`src/rtl/gamepad_pmod_tx.sv`:
```
// Gamepad Pmod transmitter: shifts {pad0, pad1} out MSB first on pmod_clk/pmod_data,
// then pulses pmod_latch. Absent pads are sent as all-ones.

module gamepad_pmod_tx #(
    parameter int unsigned CLK_DIV   = 2,
    parameter int unsigned FRAME_GAP = 16
) (
    input  logic        clk,
    input  logic        rst_n,
    input  logic        enable,
    input  logic [11:0] pad0_buttons,
    input  logic        pad0_present,
    input  logic [11:0] pad1_buttons,
    input  logic        pad1_present,
    output logic        pmod_clk,
    output logic        pmod_data,
    output logic        pmod_latch,
    output logic        busy,
    output logic        frame_done
);

    localparam int unsigned CntMax = (CLK_DIV > FRAME_GAP) ? CLK_DIV : FRAME_GAP;
    localparam int unsigned CntW   = (CntMax > 1) ? $clog2(CntMax) : 1;
    localparam logic [CntW-1:0] DivLast = CntW'(CLK_DIV - 1);
    localparam logic [CntW-1:0] GapLast = CntW'(FRAME_GAP - 1);

    typedef enum logic [2:0] {
        StIdle,
        StShiftLo,
        StShiftHi,
        StLatch,
        StGap
    } state_e;

    state_e          state_q, state_d;
    logic [CntW-1:0] cnt_q, cnt_d;
    logic [4:0]      bit_q, bit_d;
    logic [23:0]     sr_q, sr_d;
    logic            pclk_q, pclk_d;
    logic            data_q, data_d;
    logic            latch_q, latch_d;
    logic            busy_q, busy_d;
    logic            done_q, done_d;

    logic [23:0]     word;
    logic            start;

    assign word = {pad0_present ? pad0_buttons : 12'hFFF,
                   pad1_present ? pad1_buttons : 12'hFFF};

    always_comb begin
        state_d = state_q;
        cnt_d   = cnt_q;
        bit_d   = bit_q;
        sr_d    = sr_q;
        pclk_d  = pclk_q;
        data_d  = data_q;
        latch_d = 1'b0;
        done_d  = 1'b0;
        start   = 1'b0;

        case (state_q)
            StIdle: begin
                if (enable) begin
                    start = 1'b1;
                end
            end
            StShiftLo: begin
                if (cnt_q == DivLast) begin
                    cnt_d   = '0;
                    pclk_d  = 1'b1;
                    state_d = StShiftHi;
                end else begin
                    cnt_d = cnt_q + CntW'(1);
                end
            end
            StShiftHi: begin
                if (cnt_q == DivLast) begin
                    cnt_d  = '0;
                    pclk_d = 1'b0;
                    if (bit_q == 5'd23) begin
                        data_d  = 1'b0;
                        latch_d = 1'b1;
                        state_d = StLatch;
                    end else begin
                        // sr_q holds the not-yet-sent bits left-aligned
                        bit_d   = bit_q + 5'd1;
                        data_d  = sr_q[23];
                        sr_d    = {sr_q[22:0], 1'b0};
                        state_d = StShiftLo;
                    end
                end else begin
                    cnt_d = cnt_q + CntW'(1);
                end
            end
            StLatch: begin
                if (cnt_q == DivLast) begin
                    cnt_d  = '0;
                    done_d = 1'b1;
                    if (FRAME_GAP == 0) begin
                        if (enable) begin
                            start = 1'b1;
                        end else begin
                            state_d = StIdle;
                        end
                    end else begin
                        state_d = StGap;
                    end
                end else begin
                    cnt_d   = cnt_q + CntW'(1);
                    latch_d = 1'b1;
                end
            end
            StGap: begin
                if (cnt_q == GapLast) begin
                    cnt_d = '0;
                    if (enable) begin
                        start = 1'b1;
                    end else begin
                        state_d = StIdle;
                    end
                end else begin
                    cnt_d = cnt_q + CntW'(1);
                end
            end
            default: begin
                state_d = StIdle;
                cnt_d   = '0;
                pclk_d  = 1'b0;
                data_d  = 1'b0;
            end
        endcase

        if (start) begin
            state_d = StShiftLo;
            cnt_d   = '0;
            bit_d   = '0;
            pclk_d  = 1'b0;
            data_d  = word[23];
            sr_d    = {word[22:0], 1'b0};
        end

        busy_d = (state_d != StIdle);
    end

    always_ff @(posedge clk or negedge rst_n) begin
        if (!rst_n) begin
            state_q <= StIdle;
            cnt_q   <= '0;
            bit_q   <= '0;
            sr_q    <= '0;
            pclk_q  <= 1'b0;
            data_q  <= 1'b0;
            latch_q <= 1'b0;
            busy_q  <= 1'b0;
            done_q  <= 1'b0;
        end else begin
            state_q <= state_d;
            cnt_q   <= cnt_d;
            bit_q   <= bit_d;
            sr_q    <= sr_d;
            pclk_q  <= pclk_d;
            data_q  <= data_d;
            latch_q <= latch_d;
            busy_q  <= busy_d;
            done_q  <= done_d;
        end
    end

    assign pmod_clk   = pclk_q;
    assign pmod_data  = data_q;
    assign pmod_latch = latch_q;
    assign busy       = busy_q;
    assign frame_done = done_q;

endmodule

```
`config.mk`:
```
export PLATFORM = sky130hd
export DESIGN_NAME = gamepad_pmod_tx
export DESIGN_NICKNAME = d
export VERILOG_FILES = /design/src/rtl/gamepad_pmod_tx.sv
export SDC_FILE = /design/constraint.sdc
export NUM_CORES = 1
export LEC_CHECK = 0
export BUFFER_PORTS_ARGS = -buffer_cell sky130_fd_sc_hd__clkbuf_2
export CAP_MARGIN = 10
export CORE_ASPECT_RATIO = 1.5
export CORE_MARGIN = 10
export CORE_UTILIZATION = 40
export CTS_CLUSTER_SIZE = 8
export DETAILED_ROUTE_END_ITERATION = 8
export GPL_ROUTABILITY_DRIVEN = 1
export GPL_TIMING_DRIVEN = 0
export PLACE_DENSITY = 0.61
export SLEW_MARGIN = 20
export SYNTH_ARGS = -nofsm -noshare
export SYNTH_HDL_FRONTEND = slang
export SYNTH_SLANG_ARGS = --single-unit
```
`constraint.sdc`:
```
create_clock -name clk -period 4.85 [get_ports clk]
set_input_delay 0.7275 -clock clk [delete_from_list [all_inputs] [get_ports clk]]
set_output_delay 0.7275 -clock clk [all_outputs]
set_load 0.005 [all_outputs]
```
==> run_results.csv, run 1 <==
group,metric,value,unit
power,ir_drop,0.0001489,V
global_route,grt_pass1_wl,8.176,mm
global_route,antenna_found_initial,0,
global_route,grt_pass1_vias,1807,
global_route,grt_max_degree,41,
final_layout,drive_gt1_share,17.89,%
clock_tree,cts_setup_buffers,0,
detailed_routing,postRouteAntennaNets,0,
clock_tree,postCtsHoldBufs,0,
timing,grt_setup_unrepaired,"no",
logic_synthesis,synth_edf_count,0,
clock_tree,clock_latency,0.29,ns
final_layout,diodes,0,
detailed_routing,drt-wirelength-per-cell,14.48,um
timing,setup_viol,0,
logic_synthesis,ys_seq_elements,40,
clock_tree,cts_tree,"built",
worst_setup_path,cp_max_fo,10,
placement,port_buffers,33,
die,die_area,8571,um2
worst_setup_path,required,5.00,ns
die,io_pins,34,
timing,tightest_slew,0.8803,ns
timing,fin_crit,2.274,ns
placement,dp_hpwl,3.374,mm
timing,period_share,46.88,%
power,p_leak,1.173,nW
detailed_routing,route.vias.total,1593,
power,total_power,0.5867,mW
final_layout,design_area,2429,um2
logic_synthesis,synth_largest_area_cell,"dfrtp_1",
worst_setup_path,start_kind,"flip-flop",
timing,fin_ws,2.576,ns
logic_synthesis,netlist_area,2088,um2
timing,maxSlewViolCount,0,
logic_synthesis,synthFlopType,"dfrtp_1",
logic_synthesis,synth_top_area_share,47.93,%
timing,fmaxAchievable,439.8,MHz
global_route,overflow,0,
final_layout,area_growth,16.30,%
die,start_util,41.07,%
logic_synthesis,synth_nets,237,
clock_tree,cts_max_path_buffers,2,
die,core_area,5085,um2
worst_setup_path,critPathCaptureType,"flip-flop",
clock_tree,cts_buffers,5,
logic_synthesis,synthDistinctLibCells,37,
timing,clock_skew,0.002179,ns
final_layout,nNetsFinal,277,
logic_synthesis,synthTopCellsByCount,"dfrtp_1 (40), a21oi_1 (29), mux2i_1 (25)",
run,drv_cap,0,
logic_synthesis,syn_inst,205,
die,die_h,108.5,um
detailed_routing,drt_first_pass_iters,4,
logic_synthesis,synthTopCellsByArea,"dfrtp_1 (48%), mux2i_1 (12%), nor3b_1 (8.6%)",
logic_synthesis,yosysMostFrequentCell,"dfrtp_1",
timing,slew_headroom,41.31,%
clock_tree,cts_resized,0,
placement,gp_congestion,0.7936,
placement,pre_cts_slack,2.580,ns
logic_synthesis,ys_seq_area_share,47.93,%
logic_synthesis,yosys_warnings,0,
global_route,grt.total_usage,11.60,%
clock_tree,clk_pin_slew,0.08,ns
die,die_width,79.00,um
worst_hold_path,worstHoldPathType,"flip-flop to flip-flop",
clock_tree,htreeDepth,2,
detailed_routing,dr.first_iter.drc_count,76,
logic_synthesis,synthArstFlopShare,100.0,%
logic_synthesis,synth_area_per_cell,10.19,um2
timing,finalHoldViolations,0,
detailed_routing,drc,0,
worst_setup_path,crit_arrival,2.43,ns
die,rows,32,
run_status,status,"finished, final reports clean",
timing,setup_tns,0,ns
clock_tree,root_buffer,"clkbuf_8",
detailed_routing,drt-total-wl,4.546,mm
clock_tree,clock_sinks,40,
detailed_routing,vias_per_cell,5.073,
power,power_density,241.6,nW/um2
placement,placed_area,2338,um2
worst_setup_path,crit_type,"flip-flop to flip-flop",
timing,whs,0.5194,ns
-- through the flow --
stage / instances / utilization [%]
2_1_floorplan: 205 / -
3_3_place_gp: 306 / 45.99
3_5_place_dp: 306 / 45.99
4_1_cts: 314 / 47.76
5_1_grt: 314 / 47.76
6_report: 314 / 47.76
-- worst max-delay path, cell delays in order (launching register included) --
cell	delay, ns
dfrtp_1	0.46
ha_1	0.27
and3_1	0.22
o211ai_1	0.25
clkbuf_1	0.40
buf_1	0.44
a21oi_1	0.12
-- layout make-up --
type / instances / area (um2)
multi-input cells: 144 / 984.7
plain buffers: 16 / 83.83
clock buffers: 8 / 90.09
well taps: 68 / 85.08
repair buffers: 33 / 165.2
fillers: 534 / 2656
inverters: 5 / 18.77
flip-flops and latches: 40 / 1001
-- registers in the layout, indices dropped and copies added (netlist names) --
| signal | cells |
|---|---|
| sr_q | 23 |
| cnt_q | 4 |
| busy | 1 |
| state_q | 3 |
| pmod_clk | 1 |
| frame_done | 1 |
| pmod_latch | 1 |
| bit_q | 5 |
| pmod_data | 1 |
-- layer usage --
metal / global-route usage, % / vias up / share of wire (%)
li1: - / 813 / -
met1: 12.63 / 741 / 43
met2: 20.88 / 35 / 51
met3: 3.821 / 4 / 4.9
met4: 3.085 / 0 / 0.79
met5: 0 / - / 0
-- worst paths after layout --
check / slack [ns] / depth (start not counted) / endpoint / from
worst max register to register: 2.58 / 6 / sr_q[23] / cnt_q[0]
min in group asynchronous: 0.56 / 1 / cnt_q[3] / rst_n
worst max-delay path: 2.58 / 6 / sr_q[23] / cnt_q[0]
worst min register to register: 0.52 / 2 / sr_q[1] / sr_q[1]
worst min-delay path: 0.52 / 2 / sr_q[1] / sr_q[1]
max in group asynchronous: 3.74 / 1 / state_q[1] / rst_n
-- kinds of logic (layout without fill, tap and decap cells) --
family | Yosys count | count (layout) | synth area share, %
AO/OA/AOI/OAI | 47 | 47 | 13.00
XOR/XNOR | 4 | 4 | 1.678
adder cells (fa/ha/maj) | 3 | 3 | 1.798
buffers and inverters | 21 | 62 | 4.913
flip-flops | 40 | 40 | 47.93
multiplexers | 25 | 25 | 11.98
AND/OR/NAND/NOR | 65 | 65 | 18.69
-- cells in the final DEF (no fill, tap or decap), types with 2 or more instances in the layout --
master | synthesis | final
nor3_1 | 4 | 4
nand2_1 | 11 | 11
or3_1 | 2 | 2
nand2b_1 | 3 | 3
nor2_1 | 8 | 8
dfrtp_1 | 40 | 40
xnor2_1 | 2 | 2
mux2i_1 | 25 | 25
clkbuf_1 | 11 | 13
ha_1 | 3 | 3
nor3b_1 | 24 | 24
o21ai_1 | 2 | 2
nand3_1 | 6 | 6
clkbuf_2 | 0 | 32
clkbuf_8 | 0 | 6
xor2_1 | 2 | 2
o21ai_0 | 4 | 4
buf_2 | 1 | 2
a21o_1 | 2 | 2
inv_1 | 5 | 5
a21oi_1 | 29 | 29
buf_6 | 3 | 3
nor4_1 | 2 | 2
-- where the power goes --
group	internal, mW	total [mW]	switching (mW)
logic	0.0118	0.0253	0.0135
registers	0.333	0.333	0
clock network	0.116	0.228	0.112
total	0.461	0.587	0.126
(Power assumes the default switching activity.)
==> run 2, diff against run 1 <==
PLACE_DENSITY = 0.63   (was 0.61)
clock period = 2 ns   (was 4.85 ns; I/O delays follow)
==> run_results.csv, run 2 (synthesis gave the netlist of run 1 again) <==
group,metric,value,unit
run_status,status,"complete, but fails checks",
run_status,violations,"negative setup slack",
final_layout,reg_top3,"sr_q x23, bit_q x5, cnt_q x4",
clock_tree,htreeDepth,2,
worst_setup_path,critPathCaptureType,"flip-flop",
timing,grt_setup_unrepaired,"yes",
final_layout,largest_register_ffs,23,
clock_tree,postCtsHoldBufs,0,
clock_tree,cts_max_path_buffers,2,
clock_tree,root_buffer,"clkbuf_8",
worst_setup_path,r2r_start,"cnt_q[1]",
global_route,grt_max_degree,41,
detailed_routing,route.vias.total,1665,
clock_tree,clock_latency,0.29,ns
final_layout,drive_gt1_share,25.90,%
detailed_routing,drc,0,
die,die_h,108.5,um
die,io_pins,34,
clock_tree,clk_pin_slew,0.08,ns
worst_setup_path,cp_slowest_stage_delay,0.47,ns
run,drv_cap,0,
worst_setup_path,crit_type,"flip-flop to flip-flop",
timing,fin_ws,-0.03373,ns
worst_hold_path,worstHoldPathType,"input pin to asynchronous set/reset pin",
timing,setup_viol,10,
worst_setup_path,rr_endpoint,"sr_q[13]",
final_layout,area_growth,21.21,%
worst_setup_path,start_kind,"flip-flop",
detailed_routing,drt_first_pass_iters,4,
worst_setup_path,worst-r2r-cell-count,7,
timing,slew_headroom,40.02,%
worst_setup_path,required,2.18,ns
worst_setup_path,worst-path-buf-inv,2,
worst_setup_path,crit_arrival,2.21,ns
global_route,grt_pass1_vias,1794,
final_layout,utilization,49.78,%
power,power_density,564.4,nW/um2
detailed_routing,postRouteAntennaNets,0,
timing,clock_skew,0.006483,ns
timing,finalHoldViolations,0,
global_route,overflow,0,
worst_setup_path,r2r_setup_slack,-0.03,ns
timing,tightest_slew,0.8997,ns
placement,dp_hpwl,3.356,mm
detailed_routing,drt-wirelength-per-cell,14.59,um
power,ir_drop,0.0004597,V
power,p_leak,1.227,nW
final_layout,design_area,2531,um2
die,die_width,79.00,um
worst_setup_path,cp_max_fo,10,
worst_setup_path,critPathLaunch,"cnt_q[1]",
clock_tree,cts_buffers,5,
placement,port_buffers,33,
timing,fin_crit,2.034,ns
global_route,grt_pass1_wl,7.976,mm
worst_setup_path,endpoint,"sr_q[13]",
final_layout,nNetsFinal,282,
final_layout,diodes,0,
worst_setup_path,path_depth,7,
global_route,grt.total_usage,11.36,%
worst_setup_path,path_delay_family,"simple AND/OR/NAND/NOR gates",
die,start_util,41.07,%
clock_tree,clock_sinks,40,
detailed_routing,drt-total-wl,4.654,mm
clock_tree,cts_tree,"built",
final_layout,top_register,"sr_q",
worst_setup_path,crit_chain,"inv_1 > ha_2 > or4b_4 > or3_4 > buf_12 > mux2i_2 > a21oi_1",
die,rows,32,
final_layout,layout_commonest_cell,"dfrtp_1",
worst_setup_path,crit_slowest_cell,"or4b_4",
timing,fmaxAchievable,491.7,MHz
timing,period_share,101.7,%
die,core_area,5085,um2
final_layout,final_cell_mix,"dfrtp_1 (39), clkbuf_2 (34), a21oi_1 (29)",
detailed_routing,vias_per_cell,5.219,
power,total_power,1.429,mW
detailed_routing,dr.first_iter.drc_count,102,
global_route,antenna_found_initial,0,
timing,maxSlewViolCount,0,
die,die_area,8571,um2
placement,placed_area,2338,um2
placement,gp_congestion,0.8494,
-- run 2: final cells by class --
class,instances,area [um2]
fill,525,2554
timing repair buffer,40,221.5
tap,68,85.08
clock inverter,2,10.01
clock buffer,6,82.58
inverter,5,18.77
sequential,40,1002
buffer,14,101.3
multi-input combinational,144,1010
-- run 2: where the power goes --
group          switching (mW)  internal [mW]  leakage (nW)
clock network           0.284          0.275        0.0510
registers                   0          0.808         0.474
logic                  0.0329         0.0286         0.701
total                   0.317           1.11          1.23
-- run 2: metrics by stage --
stage | std cells | hold WS, ns | setup slack, ns | TNS (ns)
detailed placement | 306 | 0.5079 | -0.2661 | -5.042
floorplan | 205 | 0.004409 | 0.003153 | 0
global route | 319 | 0.1920 | -0.1221 | -1.876
finish | 319 | 0.1323 | -0.03373 | -0.09522
global placement | 306 | 0.4975 | -0.2493 | -4.609
CTS | 319 | 0.2066 | -0.05594 | -0.7766
-- run 2: routing by layer --
layer  vias up  global-route usage, %  wire [um]
met1       792                  12.40       1932
met4         0                  3.470         60
met3         6                  3.821        270
met5         -                      0          0
li1        823                      -          -
met2        44                  20.18       2390
-- run 2: worst min-delay path by stage --
stage,start,endpoint,slack [ns]
3_3_place_gp,pmod_clk,pmod_clk,0.50
6_report,rst_n,pmod_data,0.13
5_1_grt,rst_n,pmod_data,0.19
3_5_place_dp,sr_q[1],sr_q[1],0.51
4_1_cts,rst_n,pmod_data,0.21
2_1_floorplan,rst_n,bit_q[0],0.004
-- run 2: what timing repair did --
item	4_1_cts	5_1_grt
gates resized for setup	7	22
setup endpoints to repair	27	36
buffers inserted	6	0
pin swaps	1	2
gates cloned	0	1
==> run 3, diff against run 2 <==
ABC_AREA = 1   (was default)
==> run_results.csv, run 3 <==
group,metric,value,unit
run_status,status,"finished, final reports clean",
timing,setup_viol,0,
timing,slew_headroom,37.12,%
die,die_area,9006,um2
timing,whs,0.1482,ns
clock_tree,clock_sinks,40,
clock_tree,cts_max_path_buffers,2,
detailed_routing,wl_met1,2.197,mm
worst_setup_path,crit_chain,"ha_1 > nand3_2 > nand2_2 > nand2_4 > clkbuf_1 > o21ai_0 > nand2_1 > nand2_1",
logic_synthesis,yosys_warnings,0,
logic_synthesis,synthFlopType,"dfrtp_1",
logic_synthesis,synth_largest_area_cell,"dfrtp_1",
global_route,overflow,0,
global_route,antenna_found_initial,0,
timing,fmaxAchievable,589.5,MHz
final_layout,final_cell_mix,"nand2_1 (136), dfrtp_1 (40), nor2_1 (33)",
timing,setup_tns,0,ns
detailed_routing,route.vias.total,1997,
final_layout,largest_register_ffs,23,
logic_synthesis,synth_top_area_share,44.99,%
clock_tree,htreeDepth,2,
final_layout,reg_top3,"sr_q x23, bit_q x5, cnt_q x4",
timing,tightest_slew,0.9432,ns
detailed_routing,drc,0,
worst_setup_path,r2r_setup_slack,0.30,ns
global_route,grt_max_degree,41,
final_layout,layout_commonest_cell,"nand2_1",
die,die_h,111.3,um
worst_setup_path,crit_slowest_cell,"dfrtp_1",
detailed_routing,met2WireLength,2.509,mm
die,io_pins,34,
global_route,grt_pass1_wl,8.901,mm
detailed_routing,postRouteAntennaNets,0,
timing,fin_crit,1.696,ns
final_layout,nFillCells,591,
detailed_routing,drt_first_pass_iters,4,
worst_setup_path,critPathCaptureType,"flip-flop",
worst_setup_path,cp_slowest_stage_delay,0.45,ns
logic_synthesis,synthDistinctLibCells,27,
clock_tree,cts_tree,"built",
final_layout,diodes,0,
clock_tree,cts_buffers,5,
clock_tree,cts_resized,0,
worst_setup_path,crit_type,"flip-flop to flip-flop",
placement,dp_hpwl,3.747,mm
detailed_routing,vias_per_cell,4.766,
final_layout,drive_gt1_share,19.48,%
placement,gp_congestion,0.8137,
run,drv_cap,0,
global_route,grt.total_usage,12.00,%
die,die_width,80.89,um
placement,port_buffers,33,
timing,maxSlewViolCount,0,
logic_synthesis,synth_edf_count,0,
power,p_leak,1.446,nW
clock_tree,root_buffer,"clkbuf_8",
logic_synthesis,ys_seq_elements,40,
worst_setup_path,required,2.19,ns
worst_setup_path,start_kind,"flip-flop",
worst_setup_path,crit_arrival,1.88,ns
logic_synthesis,yosysMostFrequentCell,"nand2_1",
detailed_routing,drt-wirelength-per-cell,11.98,um
worst_setup_path,crit_top_cell,"nand2_1",
timing,clock_skew,0.004766,ns
logic_synthesis,synth_nets,340,
worst_setup_path,worst-r2r-cell-count,8,
final_layout,area_growth,15.52,%
global_route,grt_pass1_vias,2068,
clock_tree,clk_pin_slew,0.08,ns
clock_tree,postCtsHoldBufs,0,
die,start_util,40.82,%
final_layout,top_register,"sr_q",
final_layout,nNetsFinal,380,
logic_synthesis,synthTopCellsByArea,"dfrtp_1 (45%), nand2_1 (23%), nor2_1 (5.6%)",
die,rows,33,
detailed_routing,top_layer_used,"met4",
logic_synthesis,syn_inst,308,
worst_setup_path,cp_max_fo,10,
timing,period_share,84.81,%
detailed_routing,dr.first_iter.drc_count,64,
detailed_routing,wl_met3,233,um
logic_synthesis,netlist_area,2225,um2
worst_setup_path,rr_endpoint,"sr_q[22]",
clock_tree,cts_setup_buffers,0,
die,core_area,5450,um2
timing,finalHoldViolations,0,
logic_synthesis,synthTopCellsByCount,"nand2_1 (136), dfrtp_1 (40), nor2_1 (33)",
logic_synthesis,synth_area_per_cell,7.223,um2
timing,grt_setup_unrepaired,"no",
power,ir_drop,0.0005991,V
detailed_routing,drt-total-wl,5.019,mm
worst_hold_path,worstHoldPathType,"input pin to asynchronous set/reset pin",
power,power_density,1389,nW/um2
worst_setup_path,r2r_start,"cnt_q[0]",
logic_synthesis,synthArstFlopShare,100.0,%
logic_synthesis,ys_seq_area_share,44.99,%
clock_tree,clock_latency,0.29,ns
## run 3: cell types whose count changed in the layout (fill, tap and decap cells not counted), sizes merged, moves of 4 or more
cell / before / now
a21oi: 29 / 2
clkbuf: 45 / 41
nand3: 6 / 16
mux2i: 25 / 0
nor3b: 24 / 0
nor3: 4 / 0
o21ai: 6 / 26
buf: 14 / 9
nand2: 11 / 142
inv: 5 / 23
nor2: 8 / 35
## run 3: worst max-delay path by stage
stage,from,endpoint,slack [ns],cells past startpoint
2_1_floorplan,cnt_q[0],pmod_clk,0.55,10
3_3_place_gp,cnt_q[0],sr_q[8],0.30,8
3_5_place_dp,cnt_q[0],sr_q[22],0.28,8
4_1_cts,cnt_q[0],sr_q[22],0.26,8
5_1_grt,cnt_q[0],sr_q[4],0.08,8
6_report,cnt_q[0],sr_q[22],0.30,8
## run 3: worst max-delay path: cells and delay by family, from the launching register on
family	cells	cell delay, ns
AOI/OAI and AO/OA	1	0.13
and+or+nand+nor	5	0.44
buffers and inverters	1	0.31
DFF	1	0.45
adders and majority gates	1	0.26
## run 3: through the flow
step                      instance area (um2)  power [mW]  setup slack (ns)  util, %  instances
final                                    2570       3.570            0.3037    47.15        419
after global routing                     2570       3.940           0.08326    47.15        419
after CTS                                2570       3.630            0.2617    47.15        419
after detailed placement                 2477       3.049            0.2820    45.45        411
after global placement                   2477       3.000            0.2959    45.45        411
after floorplan                          2225       2.624            0.5460        -        308
## run 3: cells by family after synthesis
kind of cell	share of synthesized area (%)
AOI/OAI and AO/OA	7.762
DFF	44.99
buffers and inverters	7.761
adders and majority gates	1.687
and+or+nand+nor	36.61
xor gates and xnor gates	1.181
## run 3: layout make-up
cell class	instances	area (um2)	area share [%]
clock buffers	6	82.58	3.213
flip-flops and latches	40	1001	38.95
multi-input cells	234	1051	40.90
repair buffers	33	165.2	6.426
plain buffers	11	81.33	3.165
clock inverters	2	10.01	0.3895
inverters	23	91.34	3.554
well taps	70	87.58	3.408
## run 3: layer usage
metal	vias up	global-route usage (%)
met5	-	0
met4	0	4.519
met3	8	3.382
met2	38	20.68
met1	921	13.40
li1	1030	-
## run 3: power breakdown
group	leakage [nW]	switching [mW]	internal [mW]
clock network	0.0510	0.291	0.276
registers	0.519	0.220	1.13
logic	0.876	1.02	0.629
